**config.mk**
```make
export PLATFORM = sky130hd
export DESIGN_NAME = sram_host
export DESIGN_NICKNAME = d
export VERILOG_FILES = /design/src/rtl/sram_host.sv
export SDC_FILE = /design/constraint.sdc
export NUM_CORES = 1
export LEC_CHECK = 0
export ABC_AREA = 0
export BUFFER_PORTS_ARGS = -buffer_cell sky130_fd_sc_hd__buf_2
export CORE_UTILIZATION = 56
export CTS_BUF_LIST = sky130_fd_sc_hd__clkbuf_4 sky130_fd_sc_hd__clkbuf_8
export DETAILED_ROUTE_END_ITERATION = 10
export GPL_TIMING_DRIVEN = 0
export HOLD_SLACK_MARGIN = 0.05
export PLACE_DENSITY = 0.95
export SKIP_LAST_GASP = 1
export SYNTH_ARGS = -nofsm -noshare
export SYNTH_HDL_FRONTEND = slang
export SYNTH_SLANG_ARGS = --single-unit
```
**constraint.sdc**
```tcl
create_clock -name clk -period 2.3 [get_ports clk]
set_input_delay 0 -clock clk [delete_from_list [all_inputs] [get_ports clk]]
set_output_delay 0 -clock clk [all_outputs]
set_load 0.03 [all_outputs]
```
**src/rtl/sram_host.sv**
```systemverilog
// Single-port SRAM host: accepts one read or write command at a time and
// sequences the SRAM request strobes for a fixed number of cycles each.

module sram_host #(
  parameter  int WIDTH  = 4,
  parameter  int DEPTH  = 32,
  parameter  int WR_LAT = 2,
  parameter  int RD_LAT = 2,
  localparam int AW     = (DEPTH > 1) ? $clog2(DEPTH) : 1
) (
  input  logic             clk,
  input  logic             rst,
  input  logic             cmd_valid,
  output logic             cmd_ready,
  input  logic             cmd_we,
  input  logic [AW-1:0]    cmd_addr,
  input  logic [WIDTH-1:0] cmd_wdata,
  output logic             rsp_valid,
  input  logic             rsp_ready,
  output logic [WIDTH-1:0] rsp_rdata,
  output logic             wr_req,
  output logic             re_req,
  output logic [AW-1:0]    addr_out,
  output logic [WIDTH-1:0] din_out,
  input  logic [WIDTH-1:0] dout_in,
  output logic             busy
);

  localparam int MAX_LAT = (WR_LAT > RD_LAT) ? WR_LAT : RD_LAT;
  localparam int CW      = (MAX_LAT > 0) ? $clog2(MAX_LAT + 1) : 1;
  localparam logic [CW-1:0] WR_LAST = CW'(WR_LAT - 1);
  localparam logic [CW-1:0] RD_LAST = CW'(RD_LAT - 1);

  typedef enum logic [1:0] {
    S_IDLE  = 2'd0,
    S_WRITE = 2'd1,
    S_READ  = 2'd2,
    S_RESP  = 2'd3
  } state_t;

  state_t           r_state;
  logic [CW-1:0]    r_cnt;
  logic             r_cmd_ready;
  logic             r_busy;
  logic             r_wr_req;
  logic             r_re_req;
  logic             r_rsp_valid;
  logic [WIDTH-1:0] r_rdata;
  logic [AW-1:0]    r_addr;
  logic [WIDTH-1:0] r_din;
  logic             w_accept;

  assign w_accept = r_cmd_ready & cmd_valid;

  // Command sequencer; every output is a register so nothing glitches toward the SRAM.
  always_ff @(posedge clk or negedge rst) begin
    if (!rst) begin
      r_state     <= S_IDLE;
      r_cnt       <= '0;
      r_cmd_ready <= 1'b0;
      r_busy      <= 1'b0;
      r_wr_req    <= 1'b0;
      r_re_req    <= 1'b0;
      r_rsp_valid <= 1'b0;
      r_rdata     <= '0;
      r_addr      <= '0;
      r_din       <= '0;
    end else begin
      case (r_state)
        S_IDLE: begin
          if (w_accept) begin
            r_addr      <= cmd_addr;
            r_din       <= cmd_wdata;
            r_cnt       <= '0;
            r_cmd_ready <= 1'b0;
            r_busy      <= 1'b1;
            if (cmd_we) begin
              r_state  <= S_WRITE;
              r_wr_req <= 1'b1;
            end else begin
              r_state  <= S_READ;
              r_re_req <= 1'b1;
            end
          end else begin
            // cmd_ready first rises on the edge after reset release
            r_cmd_ready <= 1'b1;
          end
        end
        S_WRITE: begin
          if (r_cnt == WR_LAST) begin
            r_state     <= S_IDLE;
            r_wr_req    <= 1'b0;
            r_busy      <= 1'b0;
            r_cmd_ready <= 1'b1;
          end else begin
            r_cnt <= r_cnt + CW'(1);
          end
        end
        S_READ: begin
          if (r_cnt == RD_LAST) begin
            r_state     <= S_RESP;
            r_re_req    <= 1'b0;
            r_rsp_valid <= 1'b1;
            r_rdata     <= dout_in;
          end else begin
            r_cnt <= r_cnt + CW'(1);
          end
        end
        S_RESP: begin
          if (rsp_ready) begin
            r_state     <= S_IDLE;
            r_rsp_valid <= 1'b0;
            r_busy      <= 1'b0;
            r_cmd_ready <= 1'b1;
          end else begin
            r_rsp_valid <= 1'b1;
          end
        end
        default: begin
          r_state     <= S_IDLE;
          r_cnt       <= '0;
          r_cmd_ready <= 1'b0;
          r_busy      <= 1'b0;
          r_wr_req    <= 1'b0;
          r_re_req    <= 1'b0;
          r_rsp_valid <= 1'b0;
        end
      endcase
    end
  end

  assign cmd_ready = r_cmd_ready;
  assign busy      = r_busy;
  assign wr_req    = r_wr_req;
  assign re_req    = r_re_req;
  assign rsp_valid = r_rsp_valid;
  assign rsp_rdata = r_rdata;
  assign addr_out  = r_addr;
  assign din_out   = r_din;

  sram_host_checker u_checker (
    .clk       (clk),
    .rst       (rst),
    .cmd_ready (r_cmd_ready),
    .busy      (r_busy),
    .wr_req    (r_wr_req),
    .re_req    (r_re_req),
    .rsp_valid (r_rsp_valid)
  );

endmodule

// Protocol invariants of the host outputs.
module sram_host_checker (
  input logic clk,
  input logic rst,
  input logic cmd_ready,
  input logic busy,
  input logic wr_req,
  input logic re_req,
  input logic rsp_valid
);

  // Sample once per cycle while out of reset.
  always @(posedge clk) begin
    if (rst) begin
      assert (!(wr_req && re_req)) else $error("wr_req and re_req both high");
      assert (!(cmd_ready && busy)) else $error("cmd_ready while busy");
      assert (!(rsp_valid && (wr_req || re_req))) else $error("request during response");
    end
  end

endmodule

```
==> run metrics <==
status=finished clean; CTS Buf Count=3; Worst R2R Path Depth=5; vias=959; vias per cell=5.30; maximum vdd drop=1040 µV; commonest non-fill, non-tap cell in the layout=buf_2; post-cts sizing count=0; clk buf depth=2; drt wl/cell=between 15 and 20 µm; Layout area overhead=35.7%; worst-path cell chain=inv_1 > ha_1 > a21boi_2 > nor4_1 > mux2_2; Crit-path slowest cell=dfrtp_1; Post-Route WL=approximately 2.9 mm; FILL cells=around 120; Final ANT Viol Nets=0; largest net degree at the start of global routing=23; full die area=between 2000 and 2500 µm²; remaining global-route overflow=0; residual DRC count=0; area leader, netlist=dfrtp_1; crit path capture type=register; nets=roughly 180; CTS tree=done; Worst Tran Pin Value=490 ps; CORE AREA=1960 µm²; Final Skew=around 1.7 ps; critical path class=register to register; Final Max Slew Viols=0; register bit total from synthesis=22; CP max stage delay=450 ps; Multi-input gate area=571 µm²; Worst-Skew Late Latency=310 ps; starting density of the core=59.2%; synthesized area=1160 µm²; CTS root buf=clkbuf_4; Slew headroom=67.3%; final worst-path cycle share=82.1%; Synth area leaders=dfrtp_1 (47%), mux2_2 (16%), ha_1 (8.6%), mux2i_1 (2.6%), inv_1 (2.3%); number of warning messages in the yosys log=0; initial DRC count=13; Critical path origin=r_state[0]; reg2reg start=r_state[0]; CTS sink cnt=22; vias in the first global route=914; most frequent cells in the layout=buf_2 (38), dfrtp_1 (22), dlygate4sd3_1 (17), mux2_2 (16), ha_1 (8); setup tns final=0 ps; share of cells above drive strength 1=40.3%; Period minus WS final=1890 ps; worst setup margin=roughly 400 ps; Worst Path Arrival=2100 ps; count of final setup violators=0; # rows=16; Synth top area share=~47%; Power Density=1470 nW/µm²; Die Wd=about 48 µm; Gate Count Post-Synth=98; initial antenna violation count=0; Reg area=around 550 µm²; Max-Cap Viols=0; syn_nets=between 100 and 150; fraction of the yosys area taken by sequential cells=~47%; # diodes=0; WP data required=2510 ps; leakage power=0.000765 µW; RSZ-0062 raised after global routing=false; CP startpoint kind=register; Reg clk slew, reported paths=120 ps; Setup WS pre-CTS=roughly 530 ps; global placement routability congestion=0.811; H-tree depth=1; Avg Inst Size Synth=11.9 µm²; I/O Buffers=35; HP Class=input port to async pin; CP Max Fanout=5; detailed placer's ending HPWL=1.70 mm; fmax=530 MHz; I/O pin count=36; 1st-pass router iterations=4; Synth cell types=31; Final Hold Viols=0; die span in y=47.6 µm; first-pass GRT wire length=4.33 mm; gr usage total=28.8%
registers in the layout, summed over array words and instances, names as in the netlist:
name,count
r_cnt,2
din_out,4
re_req,1
addr_out,5
r_state,2
busy,1
cmd_ready,1
wr_req,1
rsp_rdata,4
rsp_valid,1
synthesized netlist by cell type:
cell and number:
o221ai_1 1, nand3_2 1, or3_4 1, o211ai_1 1, nor2b_1 3, nand2_1 3
nor4bb_1 1, nor3b_1 2, o21ba_1 1, nor4_1 1, o21a_1 1, o221a_2 1
inv_1 7, nand4_1 1, mux2i_1 3, o21ai_0 2, a21boi_2 1, mux2_2 16
o22ai_1 1, nor2_1 3, dfrtp_1 22, ha_1 8, buf_2 3, and3b_1 1
nand3b_1 1, a21oi_1 4, a31oi_1 1, a21boi_0 3, nor3_1 1, nand3_1 2
o21bai_1 1
per-stage QoR:
step                total power (µW)  hold slack (ps)  util, %  cells  cell area, µm²
floorplan                       1690             -296        -     98            1160
global placement                1950            -19.5     69.9    160            1370
detailed placement              2030            -15.6     69.9    160            1370
CTS                             2260              179     80.4    181            1580
global route                    2450              230     80.4    181            1580
finish                          2310              165     80.4    181            1580
layer usage:
layer | wire length (µm) | track usage (%) | share of wire [%] | vias to the layer above
li1 | - | - | - | 460
met1 | 1220 | 34.5 | 42 | 463
met2 | 1560 | 55.6 | 54 | 31
met3 | 79 | 2.64 | 2.7 | 5
met4 | 39 | 6.67 | 1.3 | 0
met5 | 0 | 0 | 0 | -
cell type report:
cell class,count,share of cell area (%)
tap,27,2.14
clock buffer,4,2.30
buffer,3,0.952
multi-input combinational,66,36.2
timing repair buffer,52,21.9
inverter,7,1.67
sequential,22,34.9
logic make-up after synthesis:
logic type	count (synthesis)	share of synthesized area, %
AOI/OAI and AO/OA	18	11.1
adders and majority gates	8	8.61
buffers and inverters	10	3.55
DFF	22	47.4
muxes	19	18.1
and+or+nand+nor	21	11.3
repair_timing:
item	4_1_cts	5_1_grt
endpoints found under the hold margin	38	0
setup endpoints to repair	0	0
hold buffers	17	0
setup buffers	0	0
worst max-delay path: cells and delay by family, from the launching register on:
kind	cells	cell delay, ps
AOI/OAI and AO/OA	1	200
buffers and inverters	1	130
adders and majority gates	1	270
and+or+nand+nor	1	340
muxes	1	400
DFF	1	450
power breakdown:
part / switching [µW] / internal (µW)
sequential: 125 / 576
combinational: 821 / 572
clock: 122 / 96.8
total: 1070 / 1240
worst paths after layout:
path                               end  slack, ps
max                               busy        410
min                             re_req        160
max reg2reg                       busy        410
min reg2reg                addr_out[2]        510
max in group asynchronous  addr_out[0]       1800
min in group clk           addr_out[2]        440
Power figures use the tool's default switching activity.
